==> config.mk <==
export PLATFORM = sky130hd
export DESIGN_NAME = demux2_stream_flat
export DESIGN_NICKNAME = d
export VERILOG_FILES = /design/src/rtl/demux2_stream_pkg.sv /design/src/rtl/demux2_stream_if.sv /design/src/rtl/demux2_stream_slot.sv /design/src/rtl/demux2_stream.sv /design/src/flat_wrapper.sv
export SDC_FILE = /design/constraint.sdc
export NUM_CORES = 1
export LEC_CHECK = 0
export CELL_PAD_IN_SITES_DETAIL_PLACEMENT = 1
export CELL_PAD_IN_SITES_GLOBAL_PLACEMENT = 2
export CORE_UTILIZATION = 25
export CTS_CLUSTER_DIAMETER = 50
export DETAILED_ROUTE_END_ITERATION = 6
export PLACE_DENSITY_LB_ADDON = 0.1
export SYNTH_ARGS = -nofsm -noshare
export SYNTH_HDL_FRONTEND = slang
export SYNTH_HIERARCHICAL = 1
export SYNTH_SLANG_ARGS = --single-unit
export TNS_END_PERCENT = 10
==> constraint.sdc <==
create_clock -name clk -period 1.73 [get_ports clk]
set_input_delay 0.173 -clock clk [delete_from_list [all_inputs] [get_ports clk]]
set_output_delay 0.173 -clock clk [all_outputs]
set_load 0.03 [all_outputs]
==> src/rtl/demux2_stream_pkg.sv <==
// rtl/demux2_stream_pkg.sv - shared defaults, select encodings and slot state type for demux2_stream
package demux2_stream_pkg;

   localparam int BUS_BITS_DEF = 64;
   localparam int CNT_BITS_DEF = 16;

   localparam logic SEL_OUT1 = 1'b0;
   localparam logic SEL_OUT2 = 1'b1;

   typedef enum logic {
      SLOT_EMPTY = 1'b0,
      SLOT_FULL  = 1'b1
   } slot_state_e;

endpackage

==> src/rtl/demux2_stream_if.sv <==
// rtl/demux2_stream_if.sv - input stream plus both output streams of demux2_stream
interface demux2_stream_if
   import demux2_stream_pkg::*;
#(
   parameter int BUS_BITS = BUS_BITS_DEF
);

   logic [BUS_BITS-1:0] in_data;
   logic                in_valid;
   logic                in_ready;
   logic                sel;
   logic [BUS_BITS-1:0] out1_data;
   logic                out1_valid;
   logic                out1_ready;
   logic [BUS_BITS-1:0] out2_data;
   logic                out2_valid;
   logic                out2_ready;

   modport master (
      output in_data, in_valid, sel, out1_ready, out2_ready,
      input  in_ready, out1_data, out1_valid, out2_data, out2_valid
   );

   modport slave (
      input  in_data, in_valid, sel, out1_ready, out2_ready,
      output in_ready, out1_data, out1_valid, out2_data, out2_valid
   );

endinterface

==> src/rtl/demux2_stream_slot.sv <==
// rtl/demux2_stream_slot.sv - one-entry EMPTY/FULL holding register for one demux output
module stream_slot
   import demux2_stream_pkg::*;
#(
   parameter int BUS_BITS = BUS_BITS_DEF
) (
   input  logic                clk,
   input  logic                reset,
   input  logic                load_i,
   input  logic [BUS_BITS-1:0] data_i,
   input  logic                ready_i,
   output logic                valid_o,
   output logic [BUS_BITS-1:0] data_o
);

   slot_state_e         state_q, state_d;
   logic [BUS_BITS-1:0] data_q, data_d;

   always_ff @(posedge clk) begin
      if (reset) begin
         state_q <= SLOT_EMPTY;
         data_q  <= '0;
      end else begin
         state_q <= state_d;
         data_q  <= data_d;
      end
   end

   // A load wins over a drain in the same cycle so back-to-back words keep valid high.
   always_comb begin
      state_d = state_q;
      data_d  = data_q;
      if (load_i) begin
         state_d = SLOT_FULL;
         data_d  = data_i;
      end else if (state_q == SLOT_FULL && ready_i) begin
         state_d = SLOT_EMPTY;
      end
   end

   assign valid_o = (state_q == SLOT_FULL);
   assign data_o  = data_q;

endmodule

==> src/rtl/demux2_stream.sv <==
// rtl/demux2_stream.sv - registered 1-to-2 stream demux; DEMUX2_COUNT_EN adds per-output drain counters
module demux2_stream
   import demux2_stream_pkg::*;
#(
   parameter int BUS_BITS = BUS_BITS_DEF
`ifdef DEMUX2_COUNT_EN
   ,
   parameter int CNT_BITS = CNT_BITS_DEF
`endif
) (
   input  logic                 clk,
   input  logic                 reset,
   demux2_stream_if.slave       bus
`ifdef DEMUX2_COUNT_EN
   ,
   output logic [CNT_BITS-1:0]  out1_count,
   output logic [CNT_BITS-1:0]  out2_count
`endif
);

   logic slot1_open, slot2_open;
   logic accept, load1, load2;
   logic drain1, drain2;

   // Readiness looks only at the selected slot, so a stalled destination never blocks the other.
   assign slot1_open   = !bus.out1_valid || bus.out1_ready;
   assign slot2_open   = !bus.out2_valid || bus.out2_ready;
   assign bus.in_ready = !reset && ((bus.sel == SEL_OUT2) ? slot2_open : slot1_open);

   assign accept = bus.in_valid && bus.in_ready;
   assign load1  = accept && (bus.sel == SEL_OUT1);
   assign load2  = accept && (bus.sel == SEL_OUT2);
   assign drain1 = bus.out1_valid && bus.out1_ready;
   assign drain2 = bus.out2_valid && bus.out2_ready;

   stream_slot #(.BUS_BITS(BUS_BITS)) u_slot1 (
      .clk     (clk),
      .reset   (reset),
      .load_i  (load1),
      .data_i  (bus.in_data),
      .ready_i (bus.out1_ready),
      .valid_o (bus.out1_valid),
      .data_o  (bus.out1_data)
   );

   stream_slot #(.BUS_BITS(BUS_BITS)) u_slot2 (
      .clk     (clk),
      .reset   (reset),
      .load_i  (load2),
      .data_i  (bus.in_data),
      .ready_i (bus.out2_ready),
      .valid_o (bus.out2_valid),
      .data_o  (bus.out2_data)
   );

`ifdef DEMUX2_COUNT_EN
   logic [CNT_BITS-1:0] cnt1_q, cnt1_d;
   logic [CNT_BITS-1:0] cnt2_q, cnt2_d;

   always_comb begin
      cnt1_d = cnt1_q;
      cnt2_d = cnt2_q;
      if (drain1) cnt1_d = cnt1_q + 1'b1;
      if (drain2) cnt2_d = cnt2_q + 1'b1;
   end

   always_ff @(posedge clk) begin
      if (reset) begin
         cnt1_q <= '0;
         cnt2_q <= '0;
      end else begin
         cnt1_q <= cnt1_d;
         cnt2_q <= cnt2_d;
      end
   end

   assign out1_count = cnt1_q;
   assign out2_count = cnt2_q;
`else
   logic unused_drains;
   assign unused_drains = drain1 ^ drain2;
`endif

endmodule

==> src/flat_wrapper.sv <==
// flat-port wrapper written by rule: the top's interface ports become plain ports
module demux2_stream_flat import demux2_stream_pkg::*;
#(
   parameter int BUS_BITS = BUS_BITS_DEF

)
  (clk, reset, bus_in_data, bus_in_valid, bus_sel, bus_out1_ready, bus_out2_ready, bus_in_ready, bus_out1_data, bus_out1_valid, bus_out2_data, bus_out2_valid);
  demux2_stream_if #(.BUS_BITS(BUS_BITS)) bus_i ();
  input  logic clk;
  input  logic reset;
  input wire logic [$bits(bus_i.in_data)-1:0] bus_in_data;
  input wire logic [$bits(bus_i.in_valid)-1:0] bus_in_valid;
  input wire logic [$bits(bus_i.sel)-1:0] bus_sel;
  input wire logic [$bits(bus_i.out1_ready)-1:0] bus_out1_ready;
  input wire logic [$bits(bus_i.out2_ready)-1:0] bus_out2_ready;
  output wire logic [$bits(bus_i.in_ready)-1:0] bus_in_ready;
  output wire logic [$bits(bus_i.out1_data)-1:0] bus_out1_data;
  output wire logic [$bits(bus_i.out1_valid)-1:0] bus_out1_valid;
  output wire logic [$bits(bus_i.out2_data)-1:0] bus_out2_data;
  output wire logic [$bits(bus_i.out2_valid)-1:0] bus_out2_valid;
  assign bus_i.in_data = bus_in_data;
  assign bus_i.in_valid = bus_in_valid;
  assign bus_i.sel = bus_sel;
  assign bus_i.out1_ready = bus_out1_ready;
  assign bus_i.out2_ready = bus_out2_ready;
  assign bus_in_ready = bus_i.in_ready;
  assign bus_out1_data = bus_i.out1_data;
  assign bus_out1_valid = bus_i.out1_valid;
  assign bus_out2_data = bus_i.out2_data;
  assign bus_out2_valid = bus_i.out2_valid;
  demux2_stream #(.BUS_BITS(BUS_BITS)) u_core (.clk(clk), .reset(reset), .bus(bus_i));
endmodule
# Word-level counts from Yosys, hierarchy flattened
# Index checks and enable logic that the tools add are counted.
# W data, S select, Z words.
[word_totals]
ff_bits = 130
output_inout_bits = 131
input_bits = 70
elab_cells = 23
[op_classes]
n_bitwise = 1
n_mux = 5
reduce_logical = 13
[op_table]
columns = ["op", "count"]
rows = [
  ["$logic_and A1 B1 Y1", 6],
  ["$mux W1", 5],
  ["$reduce_bool A2 Y1", 2],
  ["$logic_not A1 Y1", 3],
  ["$logic_or A1 B1 Y1", 2],
  ["$not A1 Y1", 1],
]

# Depth between registers and ports, before layout
# Gate-level depths: netlist of run 1.
[logic_depth]
depth_word = 7
mapped_depth = 6

# Modules after synthesis
# Netlist of run 1, hierarchy kept.
[by_module_without_submodules]
columns = ["mod", "area_each_um2", "instances", "cells_per_inst"]
rows = [
  ["stream_slot", 2344.7, 2, 210],
  ["demux2_stream", 53.8, 1, 7],
]

# Worst setup path after synthesis of run 1
# OpenSTA, ideal clock, no wires.
[synth_timing]
path_kind = "register -> register"
from = "register u_core.u_slot1.state_q, in the netlist u_core/u_slot1/valid_o"
to = "register u_core.u_slot1.data_q[21], in the netlist u_core/u_slot1/data_o[21]"
synth_period_minus_slack_ns = 1.576
required_time_ns = 1.602
path_buffers = 2
setup_slack_ns = 0.154
arrival_ns = 1.448
stages_incl_launch_ff = 7
path_cell_list = "dfxtp_1 -> nor2b_1 -> nor4b_2 -> buf_6 -> buf_12 -> mux2i_1 -> nor2_1"
[synth_between]
elab_chain_cells = 6
[synth_rtl]
columns = ["element", "line_no", "text"]
rows = [
  ["start: declaration", "demux2_stream_slot.sv:16", "slot_state_e state_q, state_d;"],
  ["start signal: assignment", "demux2_stream_slot.sv:24", "state_q <= state_d;"],
  ["$logic_not A1 Y1", "demux2_stream.sv:26", "assign slot1_open = !bus.out1_valid || bus.out1_ready;"],
  ["$logic_or A1 B1 Y1", "demux2_stream.sv:26", ""],
  ["$mux W1", "demux2_stream.sv:28", "assign bus.in_ready = !reset && ((bus.sel == SEL_OUT2) ? slot2_open : slot1_open);"],
  ["$logic_and A1 B1 Y1", "demux2_stream.sv:28", ""],
  ["$logic_and A1 B1 Y1", "demux2_stream.sv:30", "assign accept = bus.in_valid && bus.in_ready;"],
  ["$logic_and A1 B1 Y1", "demux2_stream.sv:31", "assign load1 = accept && (bus.sel == SEL_OUT1);"],
  ["net u_core.load1", "demux2_stream.sv:22", "logic accept, load1, load2;"],
  ["end signal: assignment", "demux2_stream_slot.sv:25", "data_q <= data_d;"],
  ["end: declaration", "demux2_stream_slot.sv:17", "logic [BUS_BITS-1:0] data_q, data_d;"],
]
# The timed path passes the listed nets, and every way through them passes these cells.
# A chain may end at the register's enable or synchronous reset.

# Worst setup path in the final report of run 1
[layout_timing]
from = "register u_core.u_slot1.state_q, in the netlist u_core/u_slot1/valid_o"
to = "output bus_out1_valid"
[layout_lines]
columns = ["element", "line_no", "text"]
rows = [
  ["end: declaration", "flat_wrapper.sv:18", "output wire logic [$bits(bus_i.out1_valid)-1:0] bus_out1_valid;"],
]
# No word-level cell between the ends.

==> flow_summary.yaml, run 1 <==
outcome:
  status: "finished clean"
timing:
  rsz0062_at_grt: "false"
  worst_slew_pin_slew_ns: 0.594
  slew_headroom_pct: 60.4
  fin_skew_ns: 0.00743
  hold_ws_ns: 0.0646
  period_needed_ns: 1.64
  slew_viol_final: 0
  max_freq_ghz: 0.610
  hold_viol: 0
  fin_ws_ns: 0.0897
  finalCritPeriodShare_pct: 94.8
  setup_viol: 0
setup_path:
  r2r_cells: 6
  cp_slowest_cell: "clkdlybuf4s50_1"
  r2r_end: "u_core/u_slot1/data_o[60]$_SDFFE_PP0P_"
  cp_slowest_stage_delay_ns: 0.71
  crit_arrival_ns: 1.47
  end_kind: "output pin"
  crit_chain: "clkdlybuf4s50_1"
  worstReg2RegStart: "u_core/u_slot1/valid_o$_SDFFE_PP0P_"
  critPathLaunchType: "flip-flop"
  crit_type: "reg2out"
  rrSetupSlack_ns: 0.15
  cp_num_buf_inv: 1
  cpLargestDelayFamily: "buffers and inverters"
  required_ns: 1.56
  cp_max_fo: 4
floorplan:
  die_x_um: 140
  start_util_pct: 25.4
  fp.dieH_um: 140
  core-area_um2: 18600
  pin_count: 201
  rows: 50
  dieArea_um2: 19500
route:
  drc_errors: 0
  firstDrtPassIters: 4
  drt_iter0_drc: 78
  dr_total_vias: 3737
  avgViaCountPerCell: 4.24
  ant_nets: 0
  post_drt_wl_per_cell_um: 15.7
  wl_um: 13800
clocking:
  clk_pin_slew_ns: 0.05
  cts-root-buf: "clkbuf_16"
  cts_setup_buffers: 0
  cts_buffer_depth: 2
  numClockSinks: 130
  cts_tree: "yes"
  cts_buffers: 17
  ctsHtreeMaxLevel: 4
  hold_buffers: 0
  clk_latency_ns: 0.41
  cts_resized: 1
power_and_ir_drop:
  power-per-cell-area_nw_per_um2: 1040
  leakagePower_nw: 2.76
  ir_worst_vdd_uv: 626
finish:
  diodes: 0
  final_core_util_pct: 40.7
  nNetsFinal: 707
  syn_to_final_growth_pct: 60.0
  final_cell_area_um2: 7590
  drive_above_1_share_pct: 8.33
  instances_no_fill: 882
  fillers: 2025
hold_path:
  hold_class: "in2reg"
  whs_path_depth: 2
  holdCritStartpoint: "reset"
  holdPathEnd: "u_core/u_slot1/data_o[47]$_SDFFE_PP0P_"
synth:
  syn-cell-area_um2: 4740
  synth_compound_area_share_pct: 0.501
  ys_seq_elements: 130
  synth_cell_types: 18
  synthMuxAreaShare_pct: 27.0
  syn_area_per_cell_um2: 11.1
  synth-simple-area-share_pct: 11.2
  yosys.area_share.adder_pct: 0
  syn_nets: 497
  ys_seq_area_share_pct: 54.9
  yosysWarningCount: 6
  synth_top_family_by_area: "multiplexers"
  yosys.area_share.xor_xnor_pct: 0
  netlist_instances: 427
placed_design:
  dp_hpwl_um: 9870
  placed_area_um2: 6980
  dp_cells: 852
  gp_congestion: 0.691
  dp_slack_ns: -0.149
  portBuffers: 200
grt:
  antenna_found_initial: 0
  grt.overflow.total: 0
  track_usage_pct: 14.4
  grt_pass1_wl_um: 21700
  grt_max_degree: 127
  grt_pass1_vias: 4031
run:
  cap_viol_max_count: 0
==> worst max-delay path by stage <==
| stage | startpoint | endpoint | slack (ns) | cells after the start |
|---|---|---|---|---|
| final | u_core/u_slot1/valid_o$_SDFFE_PP0P_ | bus_out1_valid | 0.09 | 1 |
| after global routing | u_core/u_slot1/data_o[3]$_SDFFE_PP0P_ | bus_out1_data[3] | 0.01 | 1 |
| after CTS | u_core/u_slot1/valid_o$_SDFFE_PP0P_ | bus_out1_valid | 0.05 | 1 |
| after detailed placement | bus_sel | u_core/u_slot1/data_o[60]$_SDFFE_PP0P_ | -0.15 | 6 |
| after global placement | bus_sel | u_core/u_slot1/data_o[52]$_SDFFE_PP0P_ | -0.13 | 6 |
| after floorplan | u_core/u_slot1/valid_o$_SDFFE_PP0P_ | u_core/u_slot1/data_o[21]$_SDFFE_PP0P_ | 0.15 | 6 |
==> layer usage <==
layer  GRT usage, %  up-vias  part of all wire (%)
li1               -     1835                     -
met1           16.2     1784                    43
met2           24.5      106                    50
met3           5.92       12                   6.1
met4           5.09        0                   1.2
met5              0        -                     0
==> state kept, by name, indices dropped and copies added, names as in the netlist <==
register / cells
u_core/u_slot1/valid_o: 1
u_core/u_slot2/valid_o: 1
u_core/u_slot1/data_o: 64
u_core/u_slot2/data_o: 64
==> final cells by class <==
type	instances	area, um2	area share (%)
clock inverters	10	159	2.09
clock buffers	20	457	6.02
inverters	3	11.3	0.148
flip-flops and latches	130	2600	34.3
well taps	234	293	3.86
multi-input cells	266	1850	24.4
repair buffers	219	2210	29.2
==> report_power, final <==
part,total (mW),switching [mW],internal [mW]
clock network,3.77,1.30,2.47
logic,0.959,0.496,0.463
registers,3.15,0.0543,3.10
==> kinds of logic (layout without fill, tap and decap cells) <==
family          Yosys count  after routing
simple gates            134            134
mux                     128            128
buf+inv                  31            252
compound gates            4              4
flops                   130            130
==> placed cells by master, fill, tap and decap left out, drive strengths merged <==
master,count
clkdlybuf4s50,197
dfxtp,130
mux2i,128
nor2,128
buf,21
clkbuf,20
bufinv,4
clkinv,4
inv,3
a21oi,3
clkinvlp,2
nand2b,2
dlygate4sd2,1
nor3b,1
a311oi,1
nor2b,1
nor4b,1
nand3b,1
==> metrics by stage <==
stage / power [mW] / setup TNS (ns)
6_report: 7.88 / 0
3_3_place_gp: 4.17 / -5.00
3_5_place_dp: 4.19 / -8.42
2_1_floorplan: 3.72 / 0
5_1_grt: 8.23 / 0
4_1_cts: 8.02 / 0
==> synthesized netlist by cell type (all sizes together) <==
cell type,n,area (um2)
a21oi,3,15.0
a311oi,1,8.76
buf,24,280
clkbuf,4,15.0
dfxtp,130,2600
inv,3,11.3
mux2i,128,1280
nand2b,2,12.5
nand3b,1,7.51
nor2,128,480
nor2b,1,6.26
nor3b,1,7.51
nor4b,1,15.0
(Power assumes the default switching activity.)
==> inputs of run 2 (changes only) <==
--- a/config.mk
+++ b/config.mk
@@ -7,6 +7,7 @@
 export LEC_CHECK = 0
 export CELL_PAD_IN_SITES_DETAIL_PLACEMENT = 1
 export CELL_PAD_IN_SITES_GLOBAL_PLACEMENT = 2
+export CORE_ASPECT_RATIO = 2
 export CORE_UTILIZATION = 25
 export CTS_CLUSTER_DIAMETER = 50
 export DETAILED_ROUTE_END_ITERATION = 6
==> run 2 against run 1 <==
  * Utilization grew 0.91 points
  * Clock skew shrank 0.0040 ns
  * Sequential cell count did not move
  * Clock-buffer cell count grew 2
  * Final cell count decreased by 1.8%
  * Largest power group unchanged
==> flow_summary.yaml, run 2 (synthesis gave the netlist of run 1 again) <==
clocking:
  hold_buffers: 0
  ctsHtreeMaxLevel: 4
  numClockSinks: 130
  cts_buffer_depth: 2
  cts_resized: 1
  cts_tree: "yes"
  cts-root-buf: "clkbuf_16"
  clk_latency_ns: 0.41
  cts_buffers: 17
  clk_pin_slew_ns: 0.06
  cts_setup_buffers: 0
setup_path:
  crit_chain: "clkdlybuf4s50_1"
  rrSetupSlack_ns: 0.20
  end_kind: "output pin"
  critPathLaunchType: "flip-flop"
  cp_slowest_stage_delay_ns: 0.70
  r2r_cells: 6
  r2r_end: "u_core/u_slot1/data_o[11]$_SDFFE_PP0P_"
  required_ns: 1.56
  crit_arrival_ns: 1.49
  worstSetupStartpoint: "u_core/u_slot1/valid_o$_SDFFE_PP0P_"
  cp_slowest_cell: "clkdlybuf4s50_1"
  worstReg2RegStart: "u_core/u_slot1/valid_o$_SDFFE_PP0P_"
  crit_type: "reg2out"
  cp_num_buf_inv: 1
  cpLargestDelayFamily: "buffers and inverters"
  cp_max_fo: 4
timing:
  finalCritPeriodShare_pct: 95.8
  slew_headroom_pct: 52.5
  period_needed_ns: 1.66
  worst_slew_pin_slew_ns: 0.713
  max_freq_ghz: 0.603
  rsz0062_at_grt: "false"
  setup_viol: 0
  fin_skew_ns: 0.00341
  hold_viol: 0
  slew_viol_final: 0
finish:
  final_core_util_pct: 41.6
  layout_commonest_cell: "clkdlybuf4s50_1"
  drive_above_1_share_pct: 8.46
  syn_to_final_growth_pct: 61.4
  final_cell_mix: "clkdlybuf4s50_1 (197), dfxtp_1 (130), mux2i_1 (128), nor2_1 (128), clkbuf_16 (17)"
  nNetsFinal: 707
  diodes: 0
route:
  ant_nets: 0
  post_drt_wl_per_cell_um: 16.5
  dr_total_vias: 3774
  wl_um: 14300
  avgViaCountPerCell: 4.36
  firstDrtPassIters: 3
  drc_errors: 0
  drt_iter0_drc: 47
grt:
  grt_pass1_wl_um: 22300
  antenna_found_initial: 0
  grt_pass1_vias: 4090
  grt.overflow.total: 0
  track_usage_pct: 15.2
  grt_max_degree: 69
power_and_ir_drop:
  leakagePower_nw: 2.79
  ir_worst_vdd_uv: 601
  power-per-cell-area_nw_per_um2: 1060
  totalPowerFinal_mw: 8.08
floorplan:
  dieArea_um2: 19600
  rows: 70
  fp.dieH_um: 197
  start_util_pct: 25.8
  die_x_um: 99.4
  pin_count: 201
  core-area_um2: 18400
run:
  cap_viol_max_count: 0
hold_path:
  whs_path_depth: 5
  hold_class: "in2reg"
  holdPathEnd: "u_core/u_slot1/data_o[6]$_SDFFE_PP0P_"
  holdCritStartpoint: "reset"
placed_design:
  dp_hpwl_um: 10400
  gp_congestion: 0.742
  portBuffers: 200
outcome:
  status: "finished clean"
==> run 2: how the worst max path moves through the flow <==
stage | depth (start not counted) | end | slack (ns)
after global placement | 6 | u_core/u_slot1/data_o[10]$_SDFFE_PP0P_ | -0.05
after CTS | 1 | bus_out2_data[46] | 0.04
after global routing | 1 | bus_out1_valid | 0.02
final | 1 | bus_out1_valid | 0.07
after detailed placement | 6 | u_core/u_slot1/data_o[11]$_SDFFE_PP0P_ | -0.10
after floorplan | 6 | u_core/u_slot1/data_o[21]$_SDFFE_PP0P_ | 0.15
==> run 2: final cells by class <==
| cell class | instances | area (um2) |
|---|---|---|
| Sequential cell | 130 | 2600 |
| Timing Repair Buffer | 219 | 2260 |
| Fill cell | 2040 | 10700 |
| Clock buffer | 22 | 474 |
| Multi-Input combinational cell | 266 | 1850 |
| Inverter | 3 | 11.3 |
| Tap cell | 216 | 270 |
| Clock inverter | 10 | 179 |
==> run 2: per-layer routing <==
metal | wire, um | share of wire, % | GRT usage, % | up-vias
met5 | 0 | 0 | 0 | -
met4 | 240 | 1.7 | 6.86 | 0
li1 | - | - | - | 1832
met1 | 5230 | 37 | 14.6 | 1804
met2 | 8020 | 56 | 29.1 | 125
met3 | 787 | 5.5 | 4.33 | 13
==> run 2: where the power goes <==
part / switching [mW] / internal [mW] / total (mW)
clock: 1.29 / 2.66 / 3.96
combinational: 0.497 / 0.472 / 0.970
sequential: 0.0555 / 3.10 / 3.16
==> run 2: per-stage QoR <==
step	setup slack (ns)	hold slack, ns	cells	TNS (ns)	instance area (um2)
finish	0.0720	0.315	866	0	7650
global route	0.0163	0.339	866	0	7650
CTS	0.0352	0.298	866	0	7650
detailed placement	-0.105	0.482	834	-5.60	7000
global placement	-0.0495	0.471	834	-1.61	7000
floorplan	0.154	0.320	427	0	4740
